$ cat config.mk
export PLATFORM = sky130hd
export DESIGN_NAME = mem_port_arbiter
export DESIGN_NICKNAME = d
export VERILOG_FILES = /design/src/rtl/mem_port_arbiter_pkg.sv /design/src/rtl/mem_port_arbiter_mux.sv /design/src/rtl/mem_port_arbiter.sv
export SDC_FILE = /design/constraint.sdc
export NUM_CORES = 1
export LEC_CHECK = 0
export ABC_AREA = 0
export CORE_UTILIZATION = 26
export DETAILED_ROUTE_END_ITERATION = 6
export PLACE_DENSITY = 0.65
export SLEW_MARGIN = 15
export SYNTH_ARGS = -nofsm -noshare
export SYNTH_HDL_FRONTEND = slang
export SYNTH_HIERARCHICAL = 1
export SYNTH_SLANG_ARGS = --single-unit
$ cat constraint.sdc
create_clock -name clk -period 4.7 [get_ports clk]
set_input_delay 0.94 -clock clk [delete_from_list [all_inputs] [get_ports clk]]
set_output_delay 0.94 -clock clk [all_outputs]
set_load 0.1 [all_outputs]
$ cat src/rtl/mem_port_arbiter_pkg.sv
// Shared encodings for the fetch/data memory-port arbiter.
// Holds the FSM state codes, the owner codes and the BUSY counter width.
package mem_port_arbiter_pkg;

    localparam logic [1:0] ST_IDLE = 2'd0;
    localparam logic [1:0] ST_BUSY = 2'd1;
    localparam logic [1:0] ST_RESP = 2'd2;

    localparam logic OWNER_IF  = 1'b0;
    localparam logic OWNER_MEM = 1'b1;

    // Wide enough for LATENCY-1 with LATENCY up to 15.
    localparam int CNT_W = 4;

endpackage

$ cat src/rtl/mem_port_arbiter_mux.sv
// Generic n-bit 2:1 multiplexer: y = sel ? b : a.
module mem_port_arbiter_mux #(
    parameter int W = 32
) (
    input  logic [W-1:0] a,
    input  logic [W-1:0] b,
    input  logic         sel,
    output logic [W-1:0] y
);

    genvar gi;
    generate
        for (gi = 0; gi < W; gi++) begin : g_bit
            assign y[gi] = sel ? b[gi] : a[gi];
        end
    endgenerate

endmodule

$ cat src/rtl/mem_port_arbiter.sv
// Two-requester (fetch / data) arbiter for one shared single-port memory.
// Round-robin on conflicts; each access holds the memory for LATENCY cycles, then grants.
module mem_port_arbiter
    import mem_port_arbiter_pkg::*;
#(
    parameter int n       = 32,
    parameter int LATENCY = 2
) (
    input  logic         clk,
    input  logic         rst,
    input  logic         if_req,
    input  logic [n-1:0] if_addr,
    output logic         if_gnt,
    output logic [n-1:0] if_rdata,
    input  logic         mem_req,
    input  logic         mem_we,
    input  logic [n-1:0] mem_addr,
    input  logic [n-1:0] mem_wdata,
    output logic         mem_gnt,
    output logic [n-1:0] mem_rdata,
    output logic         ram_sel,
    output logic [n-1:0] ram_addr,
    output logic         ram_we,
    output logic [n-1:0] ram_wdata,
    input  logic [n-1:0] ram_rdata
);

    localparam logic [CNT_W-1:0] LAT_M1 = CNT_W'(LATENCY - 1);

    logic [1:0]       state_reg, state_next;
    logic             owner_reg, owner_next;
    logic             last_owner_reg, last_owner_next;
    logic [CNT_W-1:0] cnt_reg, cnt_next;
    logic [n-1:0]     if_rdata_reg, if_rdata_next;
    logic [n-1:0]     mem_rdata_reg, mem_rdata_next;

    logic final_busy;
    logic rd_load;

    assign final_busy = (state_reg == ST_BUSY) && (cnt_reg == '0);
    // A data-port write never disturbs either captured read value.
    assign rd_load    = final_busy && !((owner_reg == OWNER_MEM) && mem_we);

    always_comb begin
        state_next      = state_reg;
        owner_next      = owner_reg;
        last_owner_next = last_owner_reg;
        cnt_next        = cnt_reg;
        case (state_reg)
            ST_IDLE: begin
                if (if_req || mem_req) begin
                    state_next = ST_BUSY;
                    cnt_next   = LAT_M1;
                    if (if_req && mem_req)
                        owner_next = ~last_owner_reg;
                    else
                        owner_next = mem_req ? OWNER_MEM : OWNER_IF;
                end
            end
            ST_BUSY: begin
                if (cnt_reg == '0)
                    state_next = ST_RESP;
                else
                    cnt_next = cnt_reg - 1'b1;
            end
            ST_RESP: begin
                last_owner_next = owner_reg;
                state_next      = ST_IDLE;
            end
            default: state_next = ST_IDLE;
        endcase
    end

    always_comb begin
        if_rdata_next  = if_rdata_reg;
        mem_rdata_next = mem_rdata_reg;
        if (rd_load && (owner_reg == OWNER_IF))
            if_rdata_next = ram_rdata;
        if (rd_load && (owner_reg == OWNER_MEM))
            mem_rdata_next = ram_rdata;
    end

    always_ff @(posedge clk or negedge rst) begin
        if (!rst) begin
            state_reg      <= ST_IDLE;
            owner_reg      <= OWNER_IF;
            last_owner_reg <= OWNER_MEM;
            cnt_reg        <= '0;
            if_rdata_reg   <= '0;
            mem_rdata_reg  <= '0;
        end else begin
            state_reg      <= state_next;
            owner_reg      <= owner_next;
            last_owner_reg <= last_owner_next;
            cnt_reg        <= cnt_next;
            if_rdata_reg   <= if_rdata_next;
            mem_rdata_reg  <= mem_rdata_next;
        end
    end

    // Grants and write enable decode straight from state so reset clears them at once.
    assign if_gnt    = (state_reg == ST_RESP) && (owner_reg == OWNER_IF);
    assign mem_gnt   = (state_reg == ST_RESP) && (owner_reg == OWNER_MEM);
    assign ram_we    = (state_reg == ST_BUSY) && (owner_reg == OWNER_MEM) && mem_we;
    assign ram_sel   = owner_reg;
    assign ram_wdata = mem_wdata;
    assign if_rdata  = if_rdata_reg;
    assign mem_rdata = mem_rdata_reg;

    mem_port_arbiter_mux #(
        .W(n)
    ) u_addr_mux (
        .a  (if_addr),
        .b  (mem_addr),
        .sel(ram_sel),
        .y  (ram_addr)
    );

endmodule

==> results of run 1 <==
-- kinds of logic (layout without fill, tap and decap cells) --
logic type	after synthesis	count (layout)	share of synthesized area, %
muxes	97	97	35.1
DFF	72	72	48.1
buffers and inverters	46	221	10.8
and+or+nand+nor	24	24	3.67
AOI/OAI and AO/OA	10	10	1.67
adders and majority gates	2	2	0.667
-- area by class of cell --
cell class / count / share of cell area (%)
clock buffers: 11 / 4.34
clock inverters: 5 / 0.924
inverters: 3 / 0.193
multi-input cells: 133 / 26.5
flip-flops and latches: 72 / 31.0
well taps: 180 / 3.87
repair buffers: 202 / 33.2
-- per-layer routing --
metal / global-route usage [%] / wire length, um
met4: 4.34 / 102
met1: 16.2 / 4300
met3: 6.32 / 1360
met5: 0 / 0
met2: 24.7 / 5370
-- synth_stat cells, drive strengths merged --
cell / n
mux2: 96
ha: 2
a21oi: 3
buf: 40
nand2b: 2
nor3: 5
mux2i: 1
clkbuf: 3
o21ai: 2
o21a: 1
nor2: 3
dfrtp: 71
nor4b: 1
or2: 1
a21o: 1
a31oi: 1
inv: 3
dfstp: 1
and3: 2
nor3b: 1
nand4b: 1
or3: 1
or3b: 1
nand2: 4
a31o: 1
a21boi: 1
nor2b: 2
-- stage by stage --
stage / setup slack [ns] / utilization [%] / cells
global placement: 1.56 / 39.4 / 590
detailed placement: 1.53 / 39.4 / 590
global route: 1.51 / 41.6 / 606
floorplan: 1.55 / - / 251
finish: 1.59 / 41.6 / 606
CTS: 1.58 / 41.6 / 606
-- worst max-delay path: stages (launching register included) --
cell and delay, ns:
dfrtp_1 0.41, inv_1 0.10, and3_1 0.17, clkdlybuf4s50_1 1.16
-- final timing paths --
| path | slack, ns | depth (start not counted) | endpoint | start |
|---|---|---|---|---|
| max | 1.59 | 3 | mem_gnt | state_reg[0] |
| min reg2reg | 0.50 | 1 | mem_rdata[4] | mem_rdata[4] |
| max in group asynchronous | 3.32 | 1 | ram_sel | rst |
| max reg2reg | 1.92 | 6 | mem_rdata[6] | cnt_reg[0] |
| min in group asynchronous | 0.74 | 1 | if_rdata[14] | rst |
| min | 0.50 | 1 | mem_rdata[4] | mem_rdata[4] |
==> out/metrics.yaml, run 1 <==
end_kind: "output pin"
synth_top_cell_area_share_pct: 47.4
drc: 0
fill_cells: 1314
finalSetupTns_ns: 0
hpwl_um: 8350
max_slew_margin_pct: 24.9
syn2layout_area_growth_pct: 55.3
clock-sinks: 72
post_cts_buffers: 0
layout_common_cells: "clkdlybuf4s50_1 (166), dfrtp_1 (70), mux2_4 (60)"
antenna_found_initial: 0
viasPerCell: 4.36
final-setup-viol-count: 0
grt_pass1_vias: 2876
fp.dieH_um: 122
clk_pin_slew_ns: 0.06
clock.fmax_ghz: 0.322
hold_viol: 0
yosysWarningCount: 6
period_share_pct: 66.1
vias: 2641
wirelength_um: 11100
gp_congestion: 0.765
rsz0062_at_grt: "false"
rows: 43
finClkSkew_ns: 0.00816
ios: 265
first_pass_iters: 4
clk_path_buf_depth: 2
dieArea_um2: 14900
grt_usage_pct: 14.5
finalMaxSlewViolations: 0
portBuffers: 200
num_antenna_cells: 0
yosysTopAreaCell: "dfrtp_1"
cap_violations: 0
final_area_um2: 5820
wire_per_inst_um: 18.4
synth_fp_nets: 386
status: "completed"
drt_iter0_drc: 60
cts_buffers: 9
cts_tree: "built"
grt_pass1_wl_um: 15900
core_area_um2: 14000
cts_root_buffer: "clkbuf_16"
gr-total-overflow: 0
yosysUniqueCellTypes: 30
place_area_um2: 5520
crit_required_ns: 3.76
clk_latency_ns: 0.33
synth_area_leaders: "dfrtp_1 (47%), mux2_4 (24%), mux2_2 (11%)"
nets: 556
synth.avg_cell_area_um2: 14.9
crit_arrival_ns: 2.17
ant_nets: 0
cts_resized: 0
period_needed_ns: 3.11
synth_area_um2: 3750
crit_type: "reg -> out"
worst_hold_path_type: "reg -> reg"
yosys_register_bits: 72
die_w_um: 122
grt_max_degree: 73
cp_max_fo: 5
initial_core_util_pct: 26.8
yosysSeqAreaShare_pct: 48.1
cts_hold_buf: 0
startpoint_type: "flip-flop"
seq_area_um2: 1800
htree_levels: 3
layout_commonest_cell: "clkdlybuf4s50_1"
tightest_slew_ns: 1.13
holdWs_ns: 0.502
drive_gt1_share_pct: 36.2
multi_input_area_um2: 1540
synthCells: 251
Power of run 1 is not shown: default switching activity piles up to over one toggle a cycle in this logic, so the estimate is an artifact.
==> inputs of run 2 (changes only) <==
Clock period 4.7 ns to 3 ns, I/O delays scaled along.
==> out/metrics.yaml, run 2 (synthesized netlist as in run 1, its figures left out) <==
status: "completed"
clock.fmax_ghz: 0.443
critPathBufInv: 2  # unchanged
max_slew_margin_pct: 40.1  # +15 points
path_cells: "inv_1, ha_1, or3b_4, or3_2, buf_4, mux2_4"
finalSetupTns_ns: 0  # unchanged
grt_pass1_wl_um: 15700  # -0.87%
tightest_slew_ns: 0.898  # -0.228 ns
ant_nets: 0  # unchanged
crit_arrival_ns: 2.46  # +0.29 ns
cts_tree: "built"
hold_viol: 0  # unchanged
grt_max_degree: 73  # unchanged
layout_common_cells: "clkdlybuf4s50_1 (99), buf_4 (86), dfrtp_1 (70)"
finClkSkew_ns: 0.00511  # -0.00305 ns
period_share_pct: 75.3
period_needed_ns: 2.26
cts_hold_buf: 0  # unchanged
die_w_um: 122  # unchanged
cts_resized: 0  # unchanged
place_ws_ns: 0.753  # -0.775 ns
rows: 43  # unchanged
worst_hold_path_type: "in -> async"
initial_core_util_pct: 26.8  # unchanged
htree_levels: 3  # unchanged
ff2ff_setup_slack_ns: 0.74  # -1.18 ns
viasPerCell: 4.34  # -0.52%
fill_cells: 1297  # -1.3%
first_pass_iters: 4  # unchanged
portBuffers: 200  # unchanged
wire_per_inst_um: 18.0  # -2.1%
clk_path_buf_depth: 2  # unchanged
drive_gt1_share_pct: 52.1  # +16 points
wirelength_um: 10900  # -1.7%
clock-sinks: 72  # unchanged
ios: 265  # unchanged
gp_congestion: 0.811  # +6.0%
crit_path_top_delay_cell: "or3_2"
seq_area_um2: 1800  # unchanged
drc: 0  # unchanged
cap_violations: 0  # unchanged
critPathTopFamily: "simple AND/OR/NAND/NOR gates"
hpwl_um: 8430  # +1.0%
antenna_found_initial: 0  # unchanged
crit_type: "reg -> reg"
post_cts_buffers: 0  # unchanged
syn2layout_area_growth_pct: 57.8
nets: 559  # +0.54%
clk_latency_ns: 0.32  # about the same
gr-total-overflow: 0  # unchanged
drt_iter0_drc: 55  # -8.3%
num_antenna_cells: 0  # unchanged
multi_input_area_um2: 1540  # unchanged
final-setup-viol-count: 0  # unchanged
finalMaxSlewViolations: 0  # unchanged
layout_commonest_cell: "clkdlybuf4s50_1"
core_area_um2: 14000  # unchanged
cts_root_buffer: "clkbuf_16"
dieArea_um2: 14900  # unchanged
grt_pass1_vias: 2829  # -1.6%
end_kind: "flip-flop"
rsz0062_at_grt: "false"
setup_ws_ns: 0.740  # -0.854 ns
clk_pin_slew_ns: 0.06  # about the same
startpoint_type: "flip-flop"
cp_max_fo: 19  # +14
vias: 2636  # -0.19%
grt_usage_pct: 14.1  # -0.41 points
fp.dieH_um: 122  # unchanged
crit_required_ns: 3.20  # -0.56 ns
fin_util_pct: 42.3  # +0.67 points
cts_buffers: 9  # unchanged
slowest_delay_ns: 0.44  # -0.72 ns
## run 2: through the flow
step	cells	hold slack, ns	cell area [um^2]
finish	608	0.418	5920
global route	608	0.494	5920
CTS	608	0.451	5920
detailed placement	593	0.494	5620
global placement	593	0.488	5620
floorplan	251	0.304	3750
## run 2: worst register-to-register path: stages (launching register included)
cell,delay [ns]
dfrtp_1,0.39
inv_1,0.11
ha_1,0.21
or3b_4,0.40
or3_2,0.44
buf_4,0.26
mux2_4,0.35
## run 2: layout make-up
type	instances	share of cell area, %
Inverter	3	0.190
Sequential cell	72	30.5
Multi-Input combinational cell	133	26.1
Clock inverter	5	0.952
Clock buffer	10	4.04
Timing Repair Buffer	205	34.4
Tap cell	180	3.81
## run 2: routing by layer
metal  wire length, um  track usage, %
met3              1220            5.52
met5                 0               0
met2              5370            24.4
met4                71            3.13
met1              4280            16.3
## run 2: worst paths after layout
kind | start | end | cells past startpoint
worst min-delay path | rst | mem_rdata[18] | 1
min in group clk | last_owner_reg | last_owner_reg | 1
worst max register to register | cnt_reg[0] | if_rdata[17] | 6
worst max-delay path | cnt_reg[0] | if_rdata[17] | 6
worst min register to register | last_owner_reg | last_owner_reg | 1
max in group asynchronous | rst | ram_sel | 1
Power of run 2 is left out for the same reason.
